[src/rtl/ddr_user_port_arbiter.sv]
// Two-requester round-robin arbiter for the single DDR3 controller user port.
// Optional stall timeout is compiled in when DDR_ARB_TIMEOUT_EN is defined.
module ddr_user_port_arbiter #(
    parameter int AW          = 28,
    parameter int DW          = 128,
    parameter int LW          = 4,
    parameter int TIMEOUT_CYC = 1024
) (
    input  logic            core_clk,
    input  logic            core_rst_n,
    input  logic            ddr_init_done,
    input  logic [1:0]      req_valid,
    output logic [1:0]      req_ready,
    input  logic [2*AW-1:0] req_addr,
    input  logic [2*LW-1:0] req_len,
    input  logic [1:0]      req_write,
    input  logic [2*DW-1:0] req_wdata,
    input  logic [1:0]      req_wvalid,
    output logic [1:0]      req_wready,
    output logic [DW-1:0]   req_rdata,
    output logic [1:0]      req_rvalid,
    output logic            ddr_cmd_valid,
    input  logic            ddr_cmd_ready,
    output logic [AW-1:0]   ddr_cmd_addr,
    output logic [LW-1:0]   ddr_cmd_len,
    output logic            ddr_cmd_write,
    output logic [DW-1:0]   ddr_wdata,
    output logic            ddr_wvalid,
    input  logic            ddr_wready,
    input  logic [DW-1:0]   ddr_rdata,
    input  logic            ddr_rvalid,
    output logic            grant_id,
    output logic            busy,
    output logic            err_flag
);

    typedef enum logic [1:0] {IDLE, CMD, WDATA, RDATA} state_t;

    state_t        state_q, state_d;
    logic          last_grant_q;
    logic          grant_q;
    logic          write_q;
    logic [AW-1:0] addr_q;
    logic [LW-1:0] len_q;
    logic [LW-1:0] beat_cnt_q;

    logic winner;
    logic accept;
    logic cmd_fire;
    logic beat_fire;
    logic done;

`ifdef DDR_ARB_TIMEOUT_EN
    localparam int SW = (TIMEOUT_CYC > 2) ? $clog2(TIMEOUT_CYC) : 1;
    logic [SW-1:0] stall_q;
    logic          err_q;
    logic          timeout;
`endif

    // On contention the requester that did not win last time takes the port.
    assign winner = (req_valid == 2'b11) ? ~last_grant_q : req_valid[1];

    // NOTE: every signal written here gets a default first so no latch is inferred.
    always_comb begin
        state_d       = state_q;
        accept        = 1'b0;
        cmd_fire      = 1'b0;
        beat_fire     = 1'b0;
        done          = 1'b0;
        req_ready     = 2'b00;
        req_wready    = 2'b00;
        req_rvalid    = 2'b00;
        req_rdata     = '0;
        ddr_cmd_valid = 1'b0;
        ddr_wdata     = '0;
        ddr_wvalid    = 1'b0;
        busy          = 1'b0;
`ifdef DDR_ARB_TIMEOUT_EN
        timeout       = 1'b0;
`endif
        case (state_q)
            IDLE: begin
                // req_ready is combinational, so it is gated by reset to stay 0 while reset is held.
                if (ddr_init_done && (|req_valid) && core_rst_n) begin
                    accept            = 1'b1;
                    req_ready[winner] = 1'b1;
                    state_d           = CMD;
                end
            end
            CMD: begin
                busy          = 1'b1;
                ddr_cmd_valid = 1'b1;
                if (ddr_cmd_ready) begin
                    cmd_fire = 1'b1;
                    state_d  = write_q ? WDATA : RDATA;
                end
            end
            WDATA: begin
                busy                = 1'b1;
                ddr_wdata           = grant_q ? req_wdata[DW +: DW] : req_wdata[0 +: DW];
                ddr_wvalid          = req_wvalid[grant_q];
                req_wready[grant_q] = ddr_wready;
                beat_fire           = req_wvalid[grant_q] && ddr_wready;
            end
            RDATA: begin
                busy                = 1'b1;
                req_rdata           = ddr_rdata;
                req_rvalid[grant_q] = ddr_rvalid;
                beat_fire           = ddr_rvalid;
            end
            default: state_d = IDLE;
        endcase

        // beat_cnt holds the beats remaining after the current one.
        if (beat_fire && (beat_cnt_q == '0)) begin
            done    = 1'b1;
            state_d = IDLE;
        end

`ifdef DDR_ARB_TIMEOUT_EN
        timeout = (state_q != IDLE) && !cmd_fire && !beat_fire &&
                  (stall_q == SW'(TIMEOUT_CYC - 1));
        if (timeout) begin
            done    = 1'b1;
            state_d = IDLE;
        end
`endif
    end

    // NOTE: sequential state uses non-blocking assignments so all registers update together.
    always_ff @(posedge core_clk or negedge core_rst_n) begin
        if (!core_rst_n) begin
            state_q      <= IDLE;
            last_grant_q <= 1'b1;
            grant_q      <= 1'b0;
            write_q      <= 1'b0;
            addr_q       <= '0;
            len_q        <= '0;
            beat_cnt_q   <= '0;
        end else begin
            state_q <= state_d;
            if (accept) begin
                grant_q <= winner;
                addr_q  <= winner ? req_addr[AW +: AW] : req_addr[0 +: AW];
                len_q   <= winner ? req_len[LW +: LW] : req_len[0 +: LW];
                write_q <= req_write[winner];
            end
            if (cmd_fire) begin
                beat_cnt_q <= len_q;
            end else if (beat_fire && (beat_cnt_q != '0)) begin
                beat_cnt_q <= beat_cnt_q - 1'b1;
            end
            if (done) begin
                last_grant_q <= grant_q;
            end
        end
    end

`ifdef DDR_ARB_TIMEOUT_EN
    always_ff @(posedge core_clk or negedge core_rst_n) begin
        if (!core_rst_n) begin
            stall_q <= '0;
            err_q   <= 1'b0;
        end else begin
            if ((state_q == IDLE) || cmd_fire || beat_fire || timeout) begin
                stall_q <= '0;
            end else begin
                stall_q <= stall_q + 1'b1;
            end
            if (timeout) begin
                err_q <= 1'b1;
            end
        end
    end

    assign err_flag = err_q;
`else
    assign err_flag = 1'b0;
`endif

    assign grant_id      = grant_q;
    assign ddr_cmd_addr  = addr_q;
    assign ddr_cmd_len   = len_q;
    assign ddr_cmd_write = write_q;

endmodule
[config.mk]
export PLATFORM = sky130hd
export DESIGN_NAME = ddr_user_port_arbiter
export DESIGN_NICKNAME = d
export VERILOG_FILES = /design/src/rtl/ddr_user_port_arbiter.sv
export SDC_FILE = /design/constraint.sdc
export NUM_CORES = 1
export LEC_CHECK = 0
export BUFFER_PORTS_ARGS = -buffer_cell sky130_fd_sc_hd__buf_4
export CAP_MARGIN = 20
export CORE_AREA = 2 2 292 294
export CTS_CLUSTER_SIZE = 40
export DETAILED_ROUTE_END_ITERATION = 10
export DIE_AREA = 0 0 294 296
export HOLD_SLACK_MARGIN = 0.03
export PLACE_DENSITY = 0.33
export SLEW_MARGIN = 0
export SYNTH_ARGS = -nofsm -noshare
export SYNTH_HDL_FRONTEND = slang
export SYNTH_SLANG_ARGS = --single-unit
export TNS_END_PERCENT = 100
[constraint.sdc]
create_clock -name core_clk -period 1.8 [get_ports core_clk]
set_input_delay 0.54 -clock core_clk [delete_from_list [all_inputs] [get_ports core_clk]]
set_output_delay 0.54 -clock core_clk [all_outputs]
set_load 0.02 [all_outputs]
==> metrics.md, run 1 <==
| Metric | Value |
|---|---|
| Max Cap Violations | `0` |
| Fin. max-slew vios | `0` |
| Design area | `16160 um2` |
| Yosys reg bits | `41` |
| Clock Pin Slew Worst Setup and Hold Paths | `70 ps` |
| Power Dens Cells | `1582 nW/um2` |
| Dpl cell area | `13250 um2` |
| Startpoint Class | `flop` |
| Synth-to-Final Area Change | `234.4%` |
| Fraction of layout cells with a size suffix above 1 | `83.95%` |
| Crit path max fanout | `16` |
| Drt first pass iters | `4` |
| Fin crit share | `125.9%` |
| Final hold viol count | `0` |
| Failing checks | `negative setup slack` |
| Post-synth top flop | `dfrtp_1` |
| R2r startpoint | `grant_id` |
| Synth area leader | `mux2i_1` |
| Fin cells | `2559` |
| Crit-path max cell delay | `430 ps` |
| Clock Sinks | `41` |
| Max Root-Sink Buffers | `2` |
| Internal power | `0.01340 W` |
| Final core occ | `19.19%` |
| Measured slew at the worst slew-check pin | `599.7 ps` |
| PnR Total Power | `0.02557 W` |
| Routed WL per cell | `22.53 um` |
| Grt total ovfl | `0` |
| H-tree Lvls | `2` |
| Sequential area share after synthesis | `21.26%` |
| CP Class | `flop to output pin` |
| Overall routing resource usage | `11.59%` |
| Cts hold-fix bufs | `0` |
| Crit path cell chain | `buf_12, buf_12, mux2i_4, nor2_4, buf_4` |
| PortBufs | `758` |
| Post-DP HPWL | `46560 um` |
| Initial antenna violation count | `19` |
| EDFF count, synth | `0` |
| CTS root buf | `clkbuf_16` |
| Post-synthesis instance total | `647` |
| CP Data Arrival Time | `1730 ps` |
| DRT antenna net count | `0` |
| Crit path time final | `2266 ps` |
| CP max-delay cell | `dfrtp_4` |
| Slew HR | `60.02%` |
| Most frequent cells in the layout | `buf_4 (653), buf_6 (162), and3_4 (128)` |
| FF-to-FF setup slack | `-140 ps` |
| Fillcell total | `9423` |
| Largest net degree at the start of global routing | `46` |
| Skew final | `8.396 ps` |
| CP dominant cell by count | `buf_12` |
| Sw power | `0.01217 W` |
| Num CTS Buffers | `5` |
| Syn Std Cell Area | `4832 um2` |
| Synth warn | `0` |
| Status | `finished with violations` |
| Worst Hold Class | `input port to async pin` |
| CP Data Required Time | `1260 ps` |
| # IOs | `760` |
| Final setup viols | `267` |
| R2R depth | `6` |
| Worst vdd ir | `0.0006938 V` |
| Combinational fraction of design power | `88.6%` |
| Post-Place Cells | `2492` |
| Clock Latency Late Sink | `300 ps` |
| Final nets | `1924` |
| Crit path capture type | `output pin` |
| Largest cells by area after synthesis | `mux2i_1 (34%), dfrtp_1 (21%), and3_1 (17%)` |
| Pre-CTS setup slack | `-264.3 ps` |
| Core area | `84210 um2` |
| RSZ-0062 raised after global routing | `true` |
| Iteration-0 DRC count of the detailed router | `233` |
| Number of vias per cell | `3.249` |
| CTS tree | `yes` |
| Vias in the first global route | `8377` |
| FF+latch area | `1039 um2` |
| Num rows | `107` |
| LEAKAGE | `7.301 nW` |
| Synth top area share | `33.56%` |
| Post-synth net total | `1108` |
| DRC viols | `0` |
| Starting Density | `5.738%` |
| Maximum clock rate | `0.4412 GHz` |
| Routed WL | `57660 um` |
| Commonest non-fill, non-tap cell in the layout | `buf_4` |
| Via count | `8314` |
| Clock Power Share | `4.4%` |
| Die X | `294 um` |
| Final WS setup | `-466.3 ps` |
| Sequential power share | `7.0%` |
| Placer's final routability congestion estimate | `0.9162` |
| Switching part of the total power | `47.61%` |
| Syn_area_per_cell | `7.469 um2` |
| Post-synth cell types | `35` |
| Die footprint | `87020 um2` |
| First-pass GRT wire length | `70750 um` |
| Area of the multi-input gates | `5393 um2` |
| Die Height | `296 um` |
| Reg2reg end | `beat_cnt_q[3]` |
| FFs w/ async S/R, synth | `100.0%` |
-- what timing repair did --
item                       4_1_cts  5_1_grt
gates cloned                    11       22
resized for setup              225      229
buffers inserted                11       17
setup endpoints to repair      292      297
pin swaps                        7        4
-- sequential cells by signal, summed over array words and instances (netlist names) --
signal and count:
beat_cnt_q 4, ddr_cmd_addr 28, state_q 2, last_grant_q 1, ddr_cmd_write 1, grant_id 1
ddr_cmd_len 4
-- cell type report --
cell class | instances | share of cell area (%)
inverter | 4 | 0.09292
tap | 1090 | 8.440
clock inverter | 2 | 0.2323
antenna | 5 | 0.07743
multi-input combinational | 530 | 33.37
timing repair buffer | 881 | 50.50
sequential | 41 | 6.427
clock buffer | 6 | 0.8595
-- per-stage QoR --
| step | hold slack, ps | setup TNS (ps) |
|---|---|---|
| floorplan | 244.4 | -2081 |
| global placement | 510.8 | -20920 |
| detailed placement | 523.7 | -23000 |
| CTS | 363.3 | -110080 |
| global route | 397.2 | -109680 |
| finish | 342.6 | -97670 |
-- routing by layer --
| metal | vias to the layer above | global-route usage (%) | wire [um] |
|---|---|---|---|
| li1 | 3916 | - | - |
| met4 | 10 | 1.605 | 582 |
| met2 | 434 | 19.95 | 27420 |
| met3 | 47 | 4.227 | 5837 |
| met5 | - | 0 | 69 |
| met1 | 3907 | 14.06 | 23760 |
-- Yosys cell counts, drive strengths merged (2+ instances only) --
master  instances
and2            2
mux2i         162
clkbuf         45
dfrtp          40
nand3           2
a31oi           3
a21oi          36
and3          128
buf            27
nor2          170
o21ai           4
nor2b           2
inv             4
nand3b          3
nand2           3
-- how the worst max path moves through the flow --
stage                          endpoint      from  depth (start not counted)  slack [ps]
after floorplan           ddr_wdata[26]  grant_id                          4        -190
after global placement       ddr_wvalid  grant_id                          4        -270
after detailed placement   ddr_wdata[3]  grant_id                          5        -260
after CTS                 ddr_wdata[51]  grant_id                          5        -480
after global routing       ddr_wdata[9]  grant_id                          5        -520
final                     ddr_wdata[62]  grant_id                          5        -470
-- power groups by stage --
stage	clock [W]	sequential (W)	combinational (W)
after floorplan	0	0.00213	0.00949
after CTS	0.00119	0.00180	0.0201
after detailed placement	0	0.00178	0.0174
final	0.00114	0.00179	0.0226
after global routing	0.00120	0.00185	0.0238
after global placement	0	0.00177	0.0174
-- critical path, delay by kind of cell, from the launching register on --
family	cells	cell delay, ps
muxes	1	310
DFF	1	430
buffers and inverters	3	590
and+or+nand+nor	1	40
-- cell families after synthesis --
family,count (synthesis),share of synthesized area [%]
multiplexers,163,33.79
adder cells (fa/ha/maj),1,0.2589
buffers and inverters,76,6.602
AO/OA/AOI/OAI,50,5.749
AND/OR/NAND/NOR,315,32.26
flip-flops,41,21.26
other,1,0.07761
(Power assumes the default switching activity.)
==> run 2, diff against run 1 <==
--- a/config.mk
+++ b/config.mk
@@ -7,12 +7,12 @@
 export LEC_CHECK = 0
 export BUFFER_PORTS_ARGS = -buffer_cell sky130_fd_sc_hd__buf_4
 export CAP_MARGIN = 20
-export CORE_AREA = 2 2 292 294
+export CORE_AREA = 2 2 294 296
 export CTS_CLUSTER_SIZE = 40
 export DETAILED_ROUTE_END_ITERATION = 10
-export DIE_AREA = 0 0 294 296
+export DIE_AREA = 0 0 296 298
 export HOLD_SLACK_MARGIN = 0.03
-export PLACE_DENSITY = 0.33
+export PLACE_DENSITY = 0.32
 export SLEW_MARGIN = 0
 export SYNTH_ARGS = -nofsm -noshare
 export SYNTH_HDL_FRONTEND = slang
==> constraint.sdc (replaced) <==
create_clock -name core_clk -period 2.1 [get_ports core_clk]
set_input_delay 0.63 -clock core_clk [delete_from_list [all_inputs] [get_ports core_clk]]
set_output_delay 0.63 -clock core_clk [all_outputs]
set_load 0.02 [all_outputs]
==> run 2 against run 1 <==
The flow still finishes with violations (negative setup slack); first-iteration DRC count increased by 15%; sequential power fell by 14%; setup slack better by 200 ps; final cell count rose by 0.94%; combinational power is 25% lower; clock skew is 1.2 ps higher; cell area shrank 10%; sequential share of layout area grew 0.71 points; clock power fell by 14%; routed wire length decreased by 8.7%; critical endpoint is now ddr_wdata[84].
==> metrics.md, run 2 (synthesized netlist as in run 1, its figures left out) <==
| Metric | Value |
|---|---|
| Worst vdd ir | `0.0005089 V (-27%)` |
| Area of the multi-input gates | `4325 um2 (-20%)` |
| RSZ-0062 raised after global routing | `true` |
| Largest net degree at the start of global routing | `51 (+11%)` |
| Final setup viols | `254 (-4.9%)` |
| H-tree Lvls | `2 (unchanged)` |
| CP Data Required Time | `1470 ps (+210 ps)` |
| Max Root-Sink Buffers | `2 (unchanged)` |
| Clock Pin Slew Worst Setup and Hold Paths | `70 ps (about the same)` |
| Sw power | `0.009460 W (-22%)` |
| Worst Hold Class | `input port to async pin` |
| Overall routing resource usage | `10.76% (-0.84 points)` |
| CP Data Arrival Time | `1730 ps (about the same)` |
| Num CTS Buffers | `5 (unchanged)` |
| Die X | `296 um (+0.68%)` |
| Fin crit share | `112.6%` |
| Crit path max fanout | `13 (-3)` |
| Grt total ovfl | `0 (unchanged)` |
| Starting Density | `5.693% (-0.045 points)` |
| Final nets | `1894 (-1.6%)` |
| First-pass GRT wire length | `66630 um (-5.8%)` |
| Skew final | `9.637 ps (+1.241 ps)` |
| Pre-CTS setup slack | `-162.5 ps (+101.8 ps)` |
| Drt first pass iters | `4 (unchanged)` |
| CTS root buf | `clkbuf_16` |
| Maximum clock rate | `0.4229 GHz` |
| Max Cap Violations | `0 (unchanged)` |
| Final core occ | `17.14% (-2.1 points)` |
| Setup TNS | `-43490 ps (+54180 ps)` |
| Switching part of the total power | `48.67% (+1.1 points)` |
| Most frequent cells in the layout | `buf_4 (687), mux2i_1 (128), buf_6 (121)` |
| Number of vias per cell | `3.158 (-2.8%)` |
| Routed WL | `52670 um (-8.7%)` |
| Combinational fraction of design power | `87.0% (-1.6 points)` |
| LEAKAGE | `7.155 nW (-2.0%)` |
| Die footprint | `88210 um2 (+1.4%)` |
| Core area | `84880 um2 (+0.79%)` |
| Num rows | `107 (unchanged)` |
| # IOs | `760 (unchanged)` |
| Synth-to-Final Area Change | `201.0%` |
| Max reg flops | `28 (unchanged)` |
| Crit path capture type | `output pin` |
| Final hold viol count | `0 (unchanged)` |
| Post-DP HPWL | `42650 um (-8.4%)` |
| CP Class | `flop to output pin` |
| Sequential power share | `7.9% (+0.9 points)` |
| Fillcell total | `9754 (+3.5%)` |
| PortBufs | `758 (unchanged)` |
| Vias in the first global route | `8446 (+0.82%)` |
| DRT antenna net count | `0 (unchanged)` |
| Crit path cell chain | `buf_12, bufbuf_16, mux2i_1, nor2_2, buf_4` |
| Via count | `8157 (-1.9%)` |
| Slew HR | `58.06% (-2.0 points)` |
| Die Height | `298 um (+0.68%)` |
| Fin cells | `2583 (+0.94%)` |
| Clock Latency Late Sink | `310 ps (about the same)` |
| Crit-path max cell delay | `440 ps (about the same)` |
| CTS tree | `yes` |
| Placer's final routability congestion estimate | `0.9436 (+3.0%)` |
| Final WS setup | `-264.4 ps (+201.9 ps)` |
| Startpoint Class | `flop` |
| FF+latch area | `1039 um2 (unchanged)` |
| Status | `finished with violations` |
| Crit-path leading delay family | `buffers and inverters` |
| Commonest non-fill, non-tap cell in the layout | `buf_4` |
| Post-Place Cells | `2533 (+1.6%)` |
| Fraction of layout cells with a size suffix above 1 | `73.08% (-11 points)` |
| Iteration-0 DRC count of the detailed router | `267 (+15%)` |
| CP max-delay cell | `dfrtp_4` |
| Fin. max-slew vios | `0 (unchanged)` |
| Clock Sinks | `41 (unchanged)` |
| Failing checks | `negative setup slack` |
| Measured slew at the worst slew-check pin | `629.1 ps (+29.47 ps)` |
| DRC viols | `0 (unchanged)` |
| Internal power | `0.009979 W (-26%)` |
| Initial antenna violation count | `12 (-7)` |
| WP buf/inv | `3 (unchanged)` |
| Crit path time final | `2364 ps` |
| Clock Power Share | `5.1% (+0.7 points)` |
| Worst hold slack | `440.2 ps (+97.57 ps)` |
| Routed WL per cell | `20.39 um (-9.5%)` |
| Power Dens Cells | `1336 nW/um2 (-16%)` |
-- run 2: cell count changes in the layout (fill, tap and decap cells not counted), moves of 41 or more --
cell	change
and3_1	+84
mux2i_2	-45
and3_4	-87
nor2_2	+56
mux2i_1	+54
nor2_4	-65
buf_6	-41
-- run 2: cell type report --
cell class | count | share of cell area, %
sequential | 41 | 7.140
tap | 1144 | 9.841
timing repair buffer | 851 | 51.90
clock buffer | 5 | 0.8602
multi-input combinational | 530 | 29.74
inverter | 4 | 0.1204
clock inverter | 3 | 0.3183
antenna | 5 | 0.08602
-- run 2: stage by stage --
step | total power (W) | cell area (um2)
final | 0.01944 | 14550
after global routing | 0.02055 | 14540
after CTS | 0.01876 | 13970
after detailed placement | 0.01503 | 12520
after global placement | 0.01504 | 12520
after floorplan | 0.008426 | 5045
-- run 2: final timing paths --
check	start	end	depth (start not counted)	slack, ps
worst max-delay path	grant_id	ddr_wdata[84]	5	-260
worst min-delay path	core_rst_n	ddr_cmd_addr[4]	2	440
worst max register to register	grant_id	beat_cnt_q[3]	8	-70
worst min register to register	ddr_cmd_addr[18]	ddr_cmd_addr[18]	2	530
max in group asynchronous	core_rst_n	state_q[0]	2	1180
min in group core_clk	ddr_cmd_addr[18]	ddr_cmd_addr[18]	2	530
-- run 2: timing repair --
item                       CTS  global route
hold buffers                 0             0
gates cloned                11             6
setup endpoints to repair  253           260
resized for setup          198           102
setup buffers               14             7
pin swaps                   11             2
-- run 2: power groups by stage --
stage / Sequential (W) / Clock, W / Combinational [W]
floorplan: 0.00183 / 0 / 0.00660
global placement: 0.00161 / 0 / 0.0134
detailed placement: 0.00163 / 0 / 0.0134
CTS: 0.00155 / 0.00104 / 0.0162
global route: 0.00162 / 0.00106 / 0.0179
finish: 0.00154 / 0.000982 / 0.0169
-- run 2: per-layer routing --
metal	global-route usage, %	vias to the layer above	share of wire, %
li1	-	3843	-
met1	12.70	3863	40
met2	19.02	431	50
met3	3.916	14	10
met4	1.142	6	0.31
met5	0	-	0.070
==> run 3, diff against run 2 <==
--- a/config.mk
+++ b/config.mk
@@ -13,6 +13,7 @@
 export DIE_AREA = 0 0 296 298
 export HOLD_SLACK_MARGIN = 0.03
 export PLACE_DENSITY = 0.32
+export REMOVE_ABC_BUFFERS = 1
 export SLEW_MARGIN = 0
 export SYNTH_ARGS = -nofsm -noshare
 export SYNTH_HDL_FRONTEND = slang
==> run 3 against run 2 <==
The flow still finishes with violations (negative setup slack); clock-buffer cell count rose by 1; sequential share of layout area fell by 0.49 points; sequential power barely moved; flip-flop and latch count did not move; cell area rose by 7.3%; non-clock buffer count rose by 19; clock power fell by 2.2%; critical endpoint is now ddr_wdata[82]; highest routed layer unchanged.
==> metrics.md, run 3 (synthesized netlist as in run 1, its figures left out) <==
| Metric | Value |
|---|---|
| Status | `finished with violations` |
| Failing checks | `negative setup slack` |
| Fin crit share | `114.5% (+1.9 points)` |
| Post-DP HPWL | `49720 um (+17%)` |
| Cts hold-fix bufs | `0 (unchanged)` |
| Crit-path max cell delay | `530 ps (+90 ps)` |
| Final hold viol count | `0 (unchanged)` |
| Final nets | `1913 (+1.0%)` |
| CP dominant cell by count | `buf_12` |
| DRT antenna net count | `0 (unchanged)` |
| Num rows | `107 (unchanged)` |
| Design area | `15610 um2 (+7.3%)` |
| Crit path cell chain | `buf_12, buf_16, buf_12, mux2i_2, nor2_1, buf_4` |
| Initial antenna violation count | `52 (+40)` |
| PortBufs | `758 (unchanged)` |
| Skew final | `6.461 ps (-3.176 ps)` |
| Fillcell total | `9601 (-1.6%)` |
| Routed WL per cell | `23.94 um (+17%)` |
| Crit path time final | `2404 ps (+39.87 ps)` |
| Clock Pin Slew Worst Setup and Hold Paths | `70 ps (about the same)` |
| Startpoint Class | `flop` |
| Num CTS Buffers | `5 (unchanged)` |
| Routed WL | `62450 um (+19%)` |
| CP Data Required Time | `1470 ps (about the same)` |
| Crit path max fanout | `16 (+3)` |
| Most frequent cells in the layout | `buf_4 (613), buf_6 (196), mux2i_1 (129)` |
| Pre-CTS setup slack | `-185.6 ps (-23.10 ps)` |
| Max reg flops | `28 (unchanged)` |
| CP max-delay cell | `dfrtp_4` |
| Overall routing resource usage | `12.21% (+1.5 points)` |
| Worst hold slack | `463.2 ps (+22.98 ps)` |
| Power Dens Cells | `1334 nW/um2 (-0.18%)` |
| Die Height | `298 um (unchanged)` |
| RSZ-0062 raised after global routing | `true` |
| Vias in the first global route | `8099 (-4.1%)` |
| Final setup viols | `262 (+3.1%)` |
| Die X | `296 um (unchanged)` |
| LEAKAGE | `7.281 nW (+1.8%)` |
| CTS tree | `yes` |
| Measured slew at the worst slew-check pin | `608.4 ps (-20.74 ps)` |
| Dpl cell area | `12350 um2 (-1.3%)` |
| Largest net degree at the start of global routing | `69 (+35%)` |
| H-tree Lvls | `2 (unchanged)` |
| Maximum clock rate | `0.4159 GHz (-1.7%)` |
| CP Data Arrival Time | `1770 ps (+40 ps)` |
| Starting Density | `5.693% (unchanged)` |
| DRC viols | `0 (unchanged)` |
| Slew HR | `59.44% (+1.4 points)` |
| First-pass GRT wire length | `72170 um (+8.3%)` |
| Die footprint | `88210 um2 (unchanged)` |
| Fin. max-slew vios | `0 (unchanged)` |
| Clock Latency Late Sink | `300 ps (about the same)` |
| CTS root buf | `clkbuf_16` |
| Grt total ovfl | `0 (unchanged)` |
| CP Class | `flop to output pin` |
| Placer's final routability congestion estimate | `0.8768 (-7.1%)` |
| Fraction of layout cells with a size suffix above 1 | `76.94% (+3.9 points)` |
| Max Root-Sink Buffers | `2 (unchanged)` |
| Max Cap Violations | `0 (unchanged)` |
| Crit-path leading delay family | `buffers and inverters` |
| Via count | `8456 (+3.7%)` |
| WP buf/inv | `4 (+1)` |
| Final WS setup | `-304.3 ps (-39.87 ps)` |
| Iteration-0 DRC count of the detailed router | `357 (+34%)` |
| Synth-to-Final Area Change | `223.0%` |
| Number of vias per cell | `3.241 (+2.6%)` |
| Worst vdd ir | `0.0005121 V (+0.62%)` |
| Commonest non-fill, non-tap cell in the layout | `buf_4` |
| Clock Sinks | `41 (unchanged)` |
| Crit path capture type | `output pin` |
| Core area | `84880 um2 (unchanged)` |
| Drt first pass iters | `4 (unchanged)` |
| Worst Hold Class | `input port to async pin` |
| # IOs | `760 (unchanged)` |
[run 3: cell types whose count changed in the layout (fill, tap and decap cells not counted), moves of 7 or more]
cell and change:
and3_4 +86, and3_1 -84, buf_6 +75, buf_4 -74, nor2_1 +33, nor2_2 -24, clkbuf_16 +15, mux2i_2 -13
mux2i_4 +12, nor2_4 -9, diode_2 +7
[run 3: where the power goes]
part	leakage [nW]	internal, W	switching [W]
Sequential	0.462	0.00121	0.000355
Combinational	6.74	0.00907	0.00923
Clock	0.0832	0.000595	0.000365
Total	7.28	0.0109	0.00995
[run 3: cell type report]
| cell class | instances | area, um2 | share of cell area (%) |
|---|---|---|---|
| Antenna cell | 12 | 30.03 | 0.1924 |
| Clock buffer | 6 | 138.9 | 0.8898 |
| Clock inverter | 2 | 37.54 | 0.2405 |
| Inverter | 4 | 15.01 | 0.09619 |
| Multi-Input combinational cell | 530 | 4730 | 30.30 |
| Sequential cell | 41 | 1039 | 6.653 |
| Tap cell | 1144 | 1431 | 9.170 |
| Timing Repair Buffer | 870 | 8188 | 52.46 |
[run 3: what timing repair did]
item                       CTS  global route
gates resized for setup    138           373
cloned                       7            28
setup buffers                7            13
pin swaps                    3             6
setup endpoints to repair  264           266
[run 3: through the flow]
step	instances	TNS, ps	total power [W]	utilization (%)
floorplan	575	-620430	0.006733	-
global placement	2537	-1012	0.01468	14.55
detailed placement	2537	-949.2	0.01466	14.55
CTS	2557	-48560	0.01747	15.73
global route	2601	-60680	0.02189	18.37
finish	2609	-47880	0.02082	18.39
[run 3: worst paths after layout]
check                                 startpoint  depth (start not counted)                to  slack, ps
worst max register to register        state_q[1]                          9     beat_cnt_q[2]         50
max in group asynchronous             core_rst_n                          2        state_q[1]       1170
worst min register to register  ddr_cmd_addr[13]                          2  ddr_cmd_addr[13]        530
worst max-delay path                    grant_id                          6     ddr_wdata[82]       -300
worst min-delay path                  core_rst_n                          2  ddr_cmd_addr[27]        460
min in group core_clk           ddr_cmd_addr[13]                          2  ddr_cmd_addr[13]        530
[run 3: metal layers]
layer / part of all wire (%) / vias to the layer above / track usage [%]
li1: - / 3890 / -
met1: 39 / 3904 / 13.61
met2: 47 / 541 / 20.91
met3: 12 / 87 / 5.804
met4: 2.4 / 34 / 2.742
met5: 0.34 / - / 0
